===== config.mk =====
export PLATFORM = sky130hd
export DESIGN_NAME = edac_recovery_ctrl_flat
export DESIGN_NICKNAME = d
export VERILOG_FILES = /design/src/rtl/edac_pkg.sv /design/src/rtl/edac_recovery_ctrl_if.sv /design/src/rtl/sat_counter.sv /design/src/rtl/edac_recovery_ctrl.sv /design/src/flat_wrapper.sv
export SDC_FILE = /design/constraint.sdc
export NUM_CORES = 1
export LEC_CHECK = 0
export CAP_MARGIN = 20
export CORE_AREA = 8 8 114 116
export DETAILED_ROUTE_END_ITERATION = 8
export DIE_AREA = 0 0 122 124
export DONT_BUFFER_PORTS = 1
export PLACE_DENSITY_LB_ADDON = 0.05
export SLEW_MARGIN = 20
export SYNTH_ARGS = -nofsm -noshare
export SYNTH_HDL_FRONTEND = slang
export SYNTH_HIERARCHICAL = 1
export SYNTH_SLANG_ARGS = --single-unit

===== constraint.sdc =====
create_clock -name clk -period 2.17 [get_ports clk]
set_clock_uncertainty 0.15 [all_clocks]
set_input_delay 0.434 -clock clk [delete_from_list [all_inputs] [get_ports clk]]
set_output_delay 0.434 -clock clk [all_outputs]
set_load 0.005 [all_outputs]

===== src/rtl/edac_pkg.sv =====
// edac_pkg: shared types, default widths and saturating increment for the EDAC recovery controller
package edac_pkg;

    typedef enum logic [1:0] {IDLE, FLUSH, REPLAY, RESUME} state_t;

    localparam int ERR_W_DEF = 269;
    localparam int CNT_W_DEF = 16;

    // Increments v unless it already holds the all-ones value of a w-bit field (w <= 32).
    function automatic logic [31:0] sat_inc(input logic [31:0] v, input int unsigned w);
        logic [31:0] max;
        max = (w >= 32) ? '1 : (32'd1 << w) - 32'd1;
        return (v == max) ? v : v + 32'd1;
    endfunction

endpackage


===== src/rtl/edac_recovery_ctrl_if.sv =====
// edac_recovery_ctrl_if: core-side signal bundle of the recovery controller
//   err_i      per-flop timing-error flags from the core
//   clear_i    clears counters and degrade_o
//   stall_o    pipeline freeze
//   flush_o    one-cycle flush pulse
//   replay_o   one-cycle resume/re-execute pulse
//   busy_o     controller not idle
//   err_cnt_o  saturating accepted-event count
//   mask_cnt_o saturating count of errors seen while busy
//   degrade_o  sticky frequency-lowering request
interface edac_recovery_ctrl_if
    import edac_pkg::*;
#(
    parameter int ERR_W = ERR_W_DEF,
    parameter int CNT_W = CNT_W_DEF
) ();
    logic [ERR_W-1:0] err_i;
    logic             clear_i;
    logic             stall_o;
    logic             flush_o;
    logic             replay_o;
    logic             busy_o;
    logic [CNT_W-1:0] err_cnt_o;
    logic [CNT_W-1:0] mask_cnt_o;
    logic             degrade_o;

    modport master (
        output err_i, clear_i,
        input  stall_o, flush_o, replay_o, busy_o, err_cnt_o, mask_cnt_o, degrade_o
    );

    modport slave (
        input  err_i, clear_i,
        output stall_o, flush_o, replay_o, busy_o, err_cnt_o, mask_cnt_o, degrade_o
    );
endinterface


===== src/rtl/sat_counter.sv =====
// sat_counter: W-bit counter that sticks at all-ones
//   clk  clock
//   rst  synchronous reset, active-low
//   clr  synchronous clear, wins over inc
//   inc  count enable
//   q    count value
module sat_counter
    import edac_pkg::*;
#(
    parameter int W = CNT_W_DEF
) (
    input  logic         clk,
    input  logic         rst,
    input  logic         clr,
    input  logic         inc,
    output logic [W-1:0] q
);
    always_ff @(posedge clk) begin
        if (!rst || clr) q <= '0;
        else if (inc) q <= W'(sat_inc(32'(q), W));
    end
endmodule


===== src/rtl/edac_recovery_ctrl.sv =====
// edac_recovery_ctrl: timing-error recovery sequencer (stall, flush, replay window, release) with burst-based degrade request
//   clk  rising-edge clock shared with the core
//   rst  synchronous reset, active-low
//   bus  slave side of edac_recovery_ctrl_if (err_i/clear_i in; stall/flush/replay/busy/counters/degrade out)
module edac_recovery_ctrl
    import edac_pkg::*;
#(
    parameter int ERR_W      = ERR_W_DEF,
    parameter int REPLAY_CYC = 2,
    parameter int CNT_W      = CNT_W_DEF,
    parameter int WIN_CYC    = 32,
    parameter int BURST_TH   = 3
) (
    input logic                 clk,
    input logic                 rst,
    edac_recovery_ctrl_if.slave bus
);
    state_t           state, nxt;
    logic [ERR_W-1:0] err_v;
    logic             err_q;
    logic [3:0]       rcnt;
    logic [7:0]       wcnt;
    logic [3:0]       burst;
    logic             stall, flush, replay, busy, degrade;
    logic             accept, mask;
    logic [CNT_W-1:0] err_cnt, mask_cnt;

    assign err_v = bus.err_i;

    // Errors in IDLE or RESUME start a sequence; errors in FLUSH/REPLAY are only counted.
    assign accept = err_q && (state == IDLE || state == RESUME);
    assign mask   = err_q && (state == FLUSH || state == REPLAY);

    always_comb begin
        nxt = state == FLUSH  ? REPLAY :
              state == REPLAY ? (rcnt == 4'd0 ? RESUME : REPLAY) :
              err_q           ? FLUSH : IDLE;
    end

    always_ff @(posedge clk) begin
        if (!rst) begin
            state   <= IDLE;
            err_q   <= 1'b0;
            rcnt    <= '0;
            wcnt    <= '0;
            burst   <= '0;
            degrade <= 1'b0;
            stall   <= 1'b0;
            flush   <= 1'b0;
            replay  <= 1'b0;
            busy    <= 1'b0;
        end else begin
            // An X flag reads as "no error" rather than propagating into the FSM.
            err_q  <= ((|err_v) === 1'b1);
            state  <= nxt;
            stall  <= nxt inside {FLUSH, REPLAY};
            flush  <= nxt == FLUSH;
            replay <= nxt == RESUME;
            busy   <= nxt != IDLE;
            if (state == FLUSH) rcnt <= 4'(REPLAY_CYC - 1);
            else if (state == REPLAY && rcnt != 4'd0) rcnt <= rcnt - 4'd1;
            // The burst window opens each time the sequencer falls back to IDLE.
            if (state != IDLE && nxt == IDLE) wcnt <= 8'(WIN_CYC);
            else if (state == IDLE && wcnt != 8'd0) wcnt <= wcnt - 8'd1;
            if (bus.clear_i) begin
                burst   <= '0;
                degrade <= 1'b0;
            end else if (accept) begin
                burst <= 4'(sat_inc(32'(burst), 4));
                if (32'(burst) + 32'd1 >= 32'(BURST_TH)) degrade <= 1'b1;
            end else if (state == IDLE && wcnt == 8'd0) begin
                burst <= '0;
            end
        end
    end

    sat_counter #(.W(CNT_W)) u_err_cnt (
        .clk (clk),
        .rst (rst),
        .clr (bus.clear_i),
        .inc (accept),
        .q   (err_cnt)
    );

    sat_counter #(.W(CNT_W)) u_mask_cnt (
        .clk (clk),
        .rst (rst),
        .clr (bus.clear_i),
        .inc (mask),
        .q   (mask_cnt)
    );

    assign bus.stall_o    = stall;
    assign bus.flush_o    = flush;
    assign bus.replay_o   = replay;
    assign bus.busy_o     = busy;
    assign bus.degrade_o  = degrade;
    assign bus.err_cnt_o  = err_cnt;
    assign bus.mask_cnt_o = mask_cnt;
endmodule


===== src/flat_wrapper.sv =====
// flat-port wrapper written by rule: the top's interface ports become plain ports
module edac_recovery_ctrl_flat import edac_pkg::*;
#(
    parameter int ERR_W      = ERR_W_DEF,
    parameter int REPLAY_CYC = 2,
    parameter int CNT_W      = CNT_W_DEF,
    parameter int WIN_CYC    = 32,
    parameter int BURST_TH   = 3
)
  (clk, rst, bus_err_i, bus_clear_i, bus_stall_o, bus_flush_o, bus_replay_o, bus_busy_o, bus_err_cnt_o, bus_mask_cnt_o, bus_degrade_o);
  edac_recovery_ctrl_if #(.ERR_W(ERR_W), .CNT_W(CNT_W)) bus_i ();
  input logic clk;
  input logic rst;
  input wire logic [$bits(bus_i.err_i)-1:0] bus_err_i;
  input wire logic [$bits(bus_i.clear_i)-1:0] bus_clear_i;
  output wire logic [$bits(bus_i.stall_o)-1:0] bus_stall_o;
  output wire logic [$bits(bus_i.flush_o)-1:0] bus_flush_o;
  output wire logic [$bits(bus_i.replay_o)-1:0] bus_replay_o;
  output wire logic [$bits(bus_i.busy_o)-1:0] bus_busy_o;
  output wire logic [$bits(bus_i.err_cnt_o)-1:0] bus_err_cnt_o;
  output wire logic [$bits(bus_i.mask_cnt_o)-1:0] bus_mask_cnt_o;
  output wire logic [$bits(bus_i.degrade_o)-1:0] bus_degrade_o;
  assign bus_i.err_i = bus_err_i;
  assign bus_i.clear_i = bus_clear_i;
  assign bus_stall_o = bus_i.stall_o;
  assign bus_flush_o = bus_i.flush_o;
  assign bus_replay_o = bus_i.replay_o;
  assign bus_busy_o = bus_i.busy_o;
  assign bus_err_cnt_o = bus_i.err_cnt_o;
  assign bus_mask_cnt_o = bus_i.mask_cnt_o;
  assign bus_degrade_o = bus_i.degrade_o;
  edac_recovery_ctrl #(.ERR_W(ERR_W), .REPLAY_CYC(REPLAY_CYC), .CNT_W(CNT_W), .WIN_CYC(WIN_CYC), .BURST_TH(BURST_TH)) u_core (.clk(clk), .rst(rst), .bus(bus_i));
endmodule

Yosys cells after proc, flatten, opt, wreduce, memory -nomap -nowiden
Index checks and enable logic that the tools add are counted.
Cells by class
  reduce and logical (&&, ||, !) cells: 30
  $lt $le $gt $ge: 1
  multiplexer cells: 11
  equal/unequal tests: 11
  bitwise gates (word level): 3
  $add $sub $neg: 5
Operators by type and width (number)
  OR reduction 269 bit: 1
  adder 16 x 1 -> 16 bit (second input constant): 2
  equality test 16 bit (second input constant): 2
  2-to-1 mux 4 bit: 3
  2-to-1 mux 6 bit: 2
  nonzero test 2 bit: 6
  equality test 2 bit (second input constant): 4
  zero test 8 bit: 1
  AND reduction 2 bit: 4
  nonzero test 8 bit: 1
  subtractor 8 x 1 -> 8 bit (second input constant): 1
  logical AND 1 bit: 6
  OR reduction 2 bit: 3
  adder 4 x 1 -> 5 bit (second input constant): 1
  >= comparator 5 x 2 -> 1 bit (second input constant): 1
  equality test 2 x 1 -> 1 bit (second input constant): 2
  equality test 4 bit (second input constant): 1
  zero test 2 bit: 2
  zero test 4 bit: 1
  2-to-1 mux 1 bit: 4
  2-to-1 mux 2 bit: 2
  nonzero test 4 bit: 1
  subtractor 4 x 1 -> 4 bit (second input constant): 1
  logical OR 1 bit: 3
  4 further kinds: 6
Word-level totals
  logic and storage cells: 75
  input bits: 272
  bits in registers: 56
  output and inout bits: 37

Longest topological paths before layout
  depth in word-level cells: 7
  depth in mapped cells: 9

Hierarchy
Netlist, hierarchy kept.
Modules (own cells, without submodules)
  edac_recovery_ctrl: times used 1, area an instance 1719.1 µm², seq. area each 480.5 µm², cells an instance 218
  sat_counter: times used 2, area an instance 854.6 µm², seq. area each 320.3 µm², cells an instance 96

Worst setup path after synthesis
No wires, ideal clock.
  path kind: register to register
  start: register u_core.state[0]
  end: register u_core.u_err_cnt.q[9]
  path slack: -0.054 ns
  library setup time: 0.071 ns
  cell stages (with the launch flop): 9
  data arrival time: 2.004 ns
  cells stage by stage: dfxtp_1 inv_1 ha_1 nand2b_1 inv_1 nand2_1 or3_4 or4_1 a21oi_1
On the way
  word-level cells in the longest chain between the ends: 4
  elaborated cells between the ends (all ways): 5
Ends and longest elaborated chain
  from (decl): RTL line edac_recovery_ctrl.sv:18  | state_t state, nxt;
  from (signal assigned): RTL line edac_recovery_ctrl.sv:55  | state <= nxt;
  equality test 2 bit / zero test 2 bit (equally long branches): RTL line edac_recovery_ctrl.sv:31  | assign accept = err_q && (state == IDLE || state == RESUME);
  logical OR 1 bit *: RTL line edac_recovery_ctrl.sv:31
  logical AND 1 bit *: RTL line edac_recovery_ctrl.sv:31
  named net u_core.accept: RTL line edac_recovery_ctrl.sv:25  | logic accept, mask;
  AND reduction 2 bit (no line) *
  to (signal assigned): RTL line sat_counter.sv:20  | else if (inc) q <= W'(sat_inc(32'(q), W));
  to (decl): RTL line sat_counter.sv:16  | output logic [W-1:0] q
Mark *: on every way through the listed nets, which the timed path passes. The rest lies on a longest branch.
A chain may end at the register's enable or synchronous reset.

Worst setup path in the final report
  start: input bus_err_i[44]
  end: register u_core.err_q
On the way
  word-level cells in the longest chain between the ends: 2
Ends and longest elaborated chain
  from (decl): RTL line flat_wrapper.sv:14  | input wire logic [$bits(bus_i.err_i)-1:0] bus_err_i;
  OR reduction 269 bit: RTL line edac_recovery_ctrl.sv:54  | err_q <= ((|err_v) === 1'b1);
  === test 1 bit: RTL line edac_recovery_ctrl.sv:54
  to (signal assigned): RTL line edac_recovery_ctrl.sv:54
  to (decl): RTL line edac_recovery_ctrl.sv:20  | logic err_q;
No other way between the ends.

==> impl_metrics.json <==
{
  "fin_nets": 744,
  "post-cts-setup-buffers": 0,
  "rows": 39,
  "synthFlopType": "dfxtp_1",
  "antenna_left": 0,
  "grt_usage_pct": 21.9,
  "seq_area_frac_synth_pct": 32.7,
  "worstHoldStart": "rst",
  "cts_tree": "built",
  "r2r-end": "u_core/u_err_cnt/q[3]",
  "synth.avg_cell_area_um2": 8.36,
  "rr_worst_depth": 9,
  "power_leakage_uw": 0.00137,
  "synthCells": 410,
  "syn_to_final_growth_pct": 21.8,
  "antenna_found_initial": 12,
  "powerDensity_nw_per_um2": 729,
  "drv_slew": 0,
  "port_buffers": 0,
  "dp_hpwl_um": 15300,
  "drive_above_1_share_pct": 19.0,
  "ir_drop_mv": 0.508,
  "htreeDepth": 2,
  "avgRoutedWirePerCell_um": 28.3,
  "drv_cap": 0,
  "fmax_mhz": 482,
  "first_global_vias": 3856,
  "drt-total-wl_um": 17300,
  "vias": 3738,
  "cp.required_ns": 2.18,
  "drt_iter0_markers": 164,
  "grt_max_degree": 17,
  "outcome": "completed",
  "report.final.setup_viol": 0,
  "total_power_uw": 3050,
  "firstDrtPassIters": 4,
  "maxSlewHeadroom_pct": 53.4,
  "path_clk_slew_ns": 0.07,
  "worst_pin_slew_ns": 0.693,
  "io_pins": 309,
  "reg2reg_slack_ns": 0.11,
  "whs_path_depth": 1,
  "cts_buffers": 5,
  "fin_util_pct": 37.4,
  "syn-cell-area_um2": 3430,
  "critPathMaxFanout": 2,
  "clockBufferDepth": 2,
  "synth_nets": 696,
  "timing.final.crit_share_pct": 95.7,
  "clk_latency_ns": 0.30,
  "min_path_type": "primary input to flop",
  "synth_edf_count": 0,
  "dieArea_um2": 15100,
  "end_kind": "flop",
  "overflow": 0,
  "ys_ff_latch": 56,
  "gp_congestion": 0.973,
  "finalInstanceArea_um2": 4180,
  "worstSetupPathType": "primary input to flop",
  "start_kind": "primary input",
  "die_x_um": 122,
  "min_period_ns": 2.08,
  "core_area_um2": 11200,
  "finalHoldViolCount": 0,
  "numClockSinks": 56,
  "ctsHoldBuffers": 0,
  "initial_core_util_pct": 30.7,
  "drc_errors": 0,
  "crit_arrival_ns": 2.08,
  "multi_input_area_um2": 2270,
  "r2r-start": "u_core/state[1]",
  "placed_cell_area_um2": 3950,
  "ys_types": 46,
  "async_flop_share_pct": 0,
  "regArea_um2": 1120,
  "cts-root-buf": "clkbuf_16",
  "yosys_warnings": 6,
  "drt-vias-per-instance": 6.13,
  "hold_end": "u_core/bus.flush_o",
  "fill_cells": 1179,
  "die-height_um": 124,
  "grt_pass1_wl_um": 24400
}
[per-layer routing]
layer / vias to the layer above / global-route usage, % / routed length (um)
met5: - / 0 / 80
met4: 14 / 6.94 / 353
met3: 34 / 12.9 / 2590
met2: 253 / 33.7 / 7400
met1: 1718 / 25.0 / 6850
li1: 1719 / - / -
[where the power goes]
group | switching [uW] | leakage (uW) | internal, uW
sequential | 90.7 | 0.000455 | 1130
clock | 378 | 0.0000809 | 544
combinational | 461 | 0.000834 | 442
[flip-flops by register name (all words and copies together), names as in the netlist, 2 cells and up]
name / flops
u_core/rcnt: 4
u_core/u_err_cnt/q: 16
u_core/burst: 4
u_core/state: 2
u_core/u_mask_cnt/q: 16
u_core/wcnt: 8
[critical path: stages]
cell	delay, ns
nor4_1	0.61
nand4_1	0.15
or4_1	0.51
nor3_1	0.24
a41oi_1	0.14
[synth_stat cells (9+ instances only)]
cell	instances	area share [%]
nand3_1	9	1.3
nor3_1	15	2.2
nand4_1	24	4.4
a21oi_1	19	2.8
nand2b_1	9	1.6
nand2_1	24	2.6
nor4_1	78	14
dfxtp_1	56	33
nor2_1	35	3.8
inv_1	16	1.8
ha_1	14	5.1
o21ai_0	11	1.6
[how the worst max path moves through the flow]
stage,end,cells past startpoint,from
after floorplan,u_core/u_err_cnt/q[9],8,u_core/state[0]
after global placement,u_core/err_q,6,bus_err_i[3]
after detailed placement,u_core/err_q,5,bus_err_i[83]
after CTS,u_core/u_err_cnt/q[9],8,u_core/state[0]
after global routing,u_core/u_mask_cnt/q[15],8,u_core/state[1]
final,u_core/err_q,5,bus_err_i[44]
[area by class of cell]
cell class	instances	area share [%]
Antenna cell	8	0.479
Clock inverter	2	0.839
Multi-Input combinational cell	332	54.3
Timing Repair Buffer	47	8.75
Tap cell	143	4.28
Sequential cell	56	26.9
Clock buffer	6	3.09
Inverter	16	1.44
[logic make-up after synthesis]
kind of cell	Yosys count	share of synthesized area [%]
simple gates	237	40.6
compound gates	63	14.1
flops	56	32.7
buf+inv	22	2.63
fa+ha+maj	14	5.11
xor+xnor	13	3.32
mux	5	1.53
[repair_timing]
item	in CTS	in global routing
pin swaps	0	2
resized for setup	0	9
endpoints found under the setup margin	1	23
[cell usage in the layout, fill, tap and decap left out, types with 3 or more instances in the layout]
cell,Yosys,final
nor2_1,35,35
nand2_1,24,23
diode_2,0,8
nand2b_1,9,8
nor4_2,0,3
o21a_1,6,6
or4_1,8,8
dfxtp_1,56,55
inv_1,16,14
ha_1,14,13
clkbuf_16,0,5
or3_1,6,6
nor3_1,15,14
o31ai_1,6,6
mux2i_1,3,3
nand4_1,24,24
xor2_1,5,5
nor2b_1,3,3
xnor2_1,8,8
nand3_1,9,9
o21ai_0,11,11
buf_4,2,46
or3_2,3,3
a21oi_1,19,19
and2_1,8,7
nor4_1,78,75
[stage by stage]
step	setup TNS [ns]	hold slack (ns)	std cells	worst slack, ns
CTS	-0.00593	0.0996	602	-0.00593
finish	0	0.110	610	0.0940
floorplan	0	0.304	410	0.0410
global route	-0.00809	0.109	607	-0.00511
global placement	-0.193	0.320	594	-0.193
detailed placement	-0.268	0.345	594	-0.268
Power figures use the tool's default switching activity.
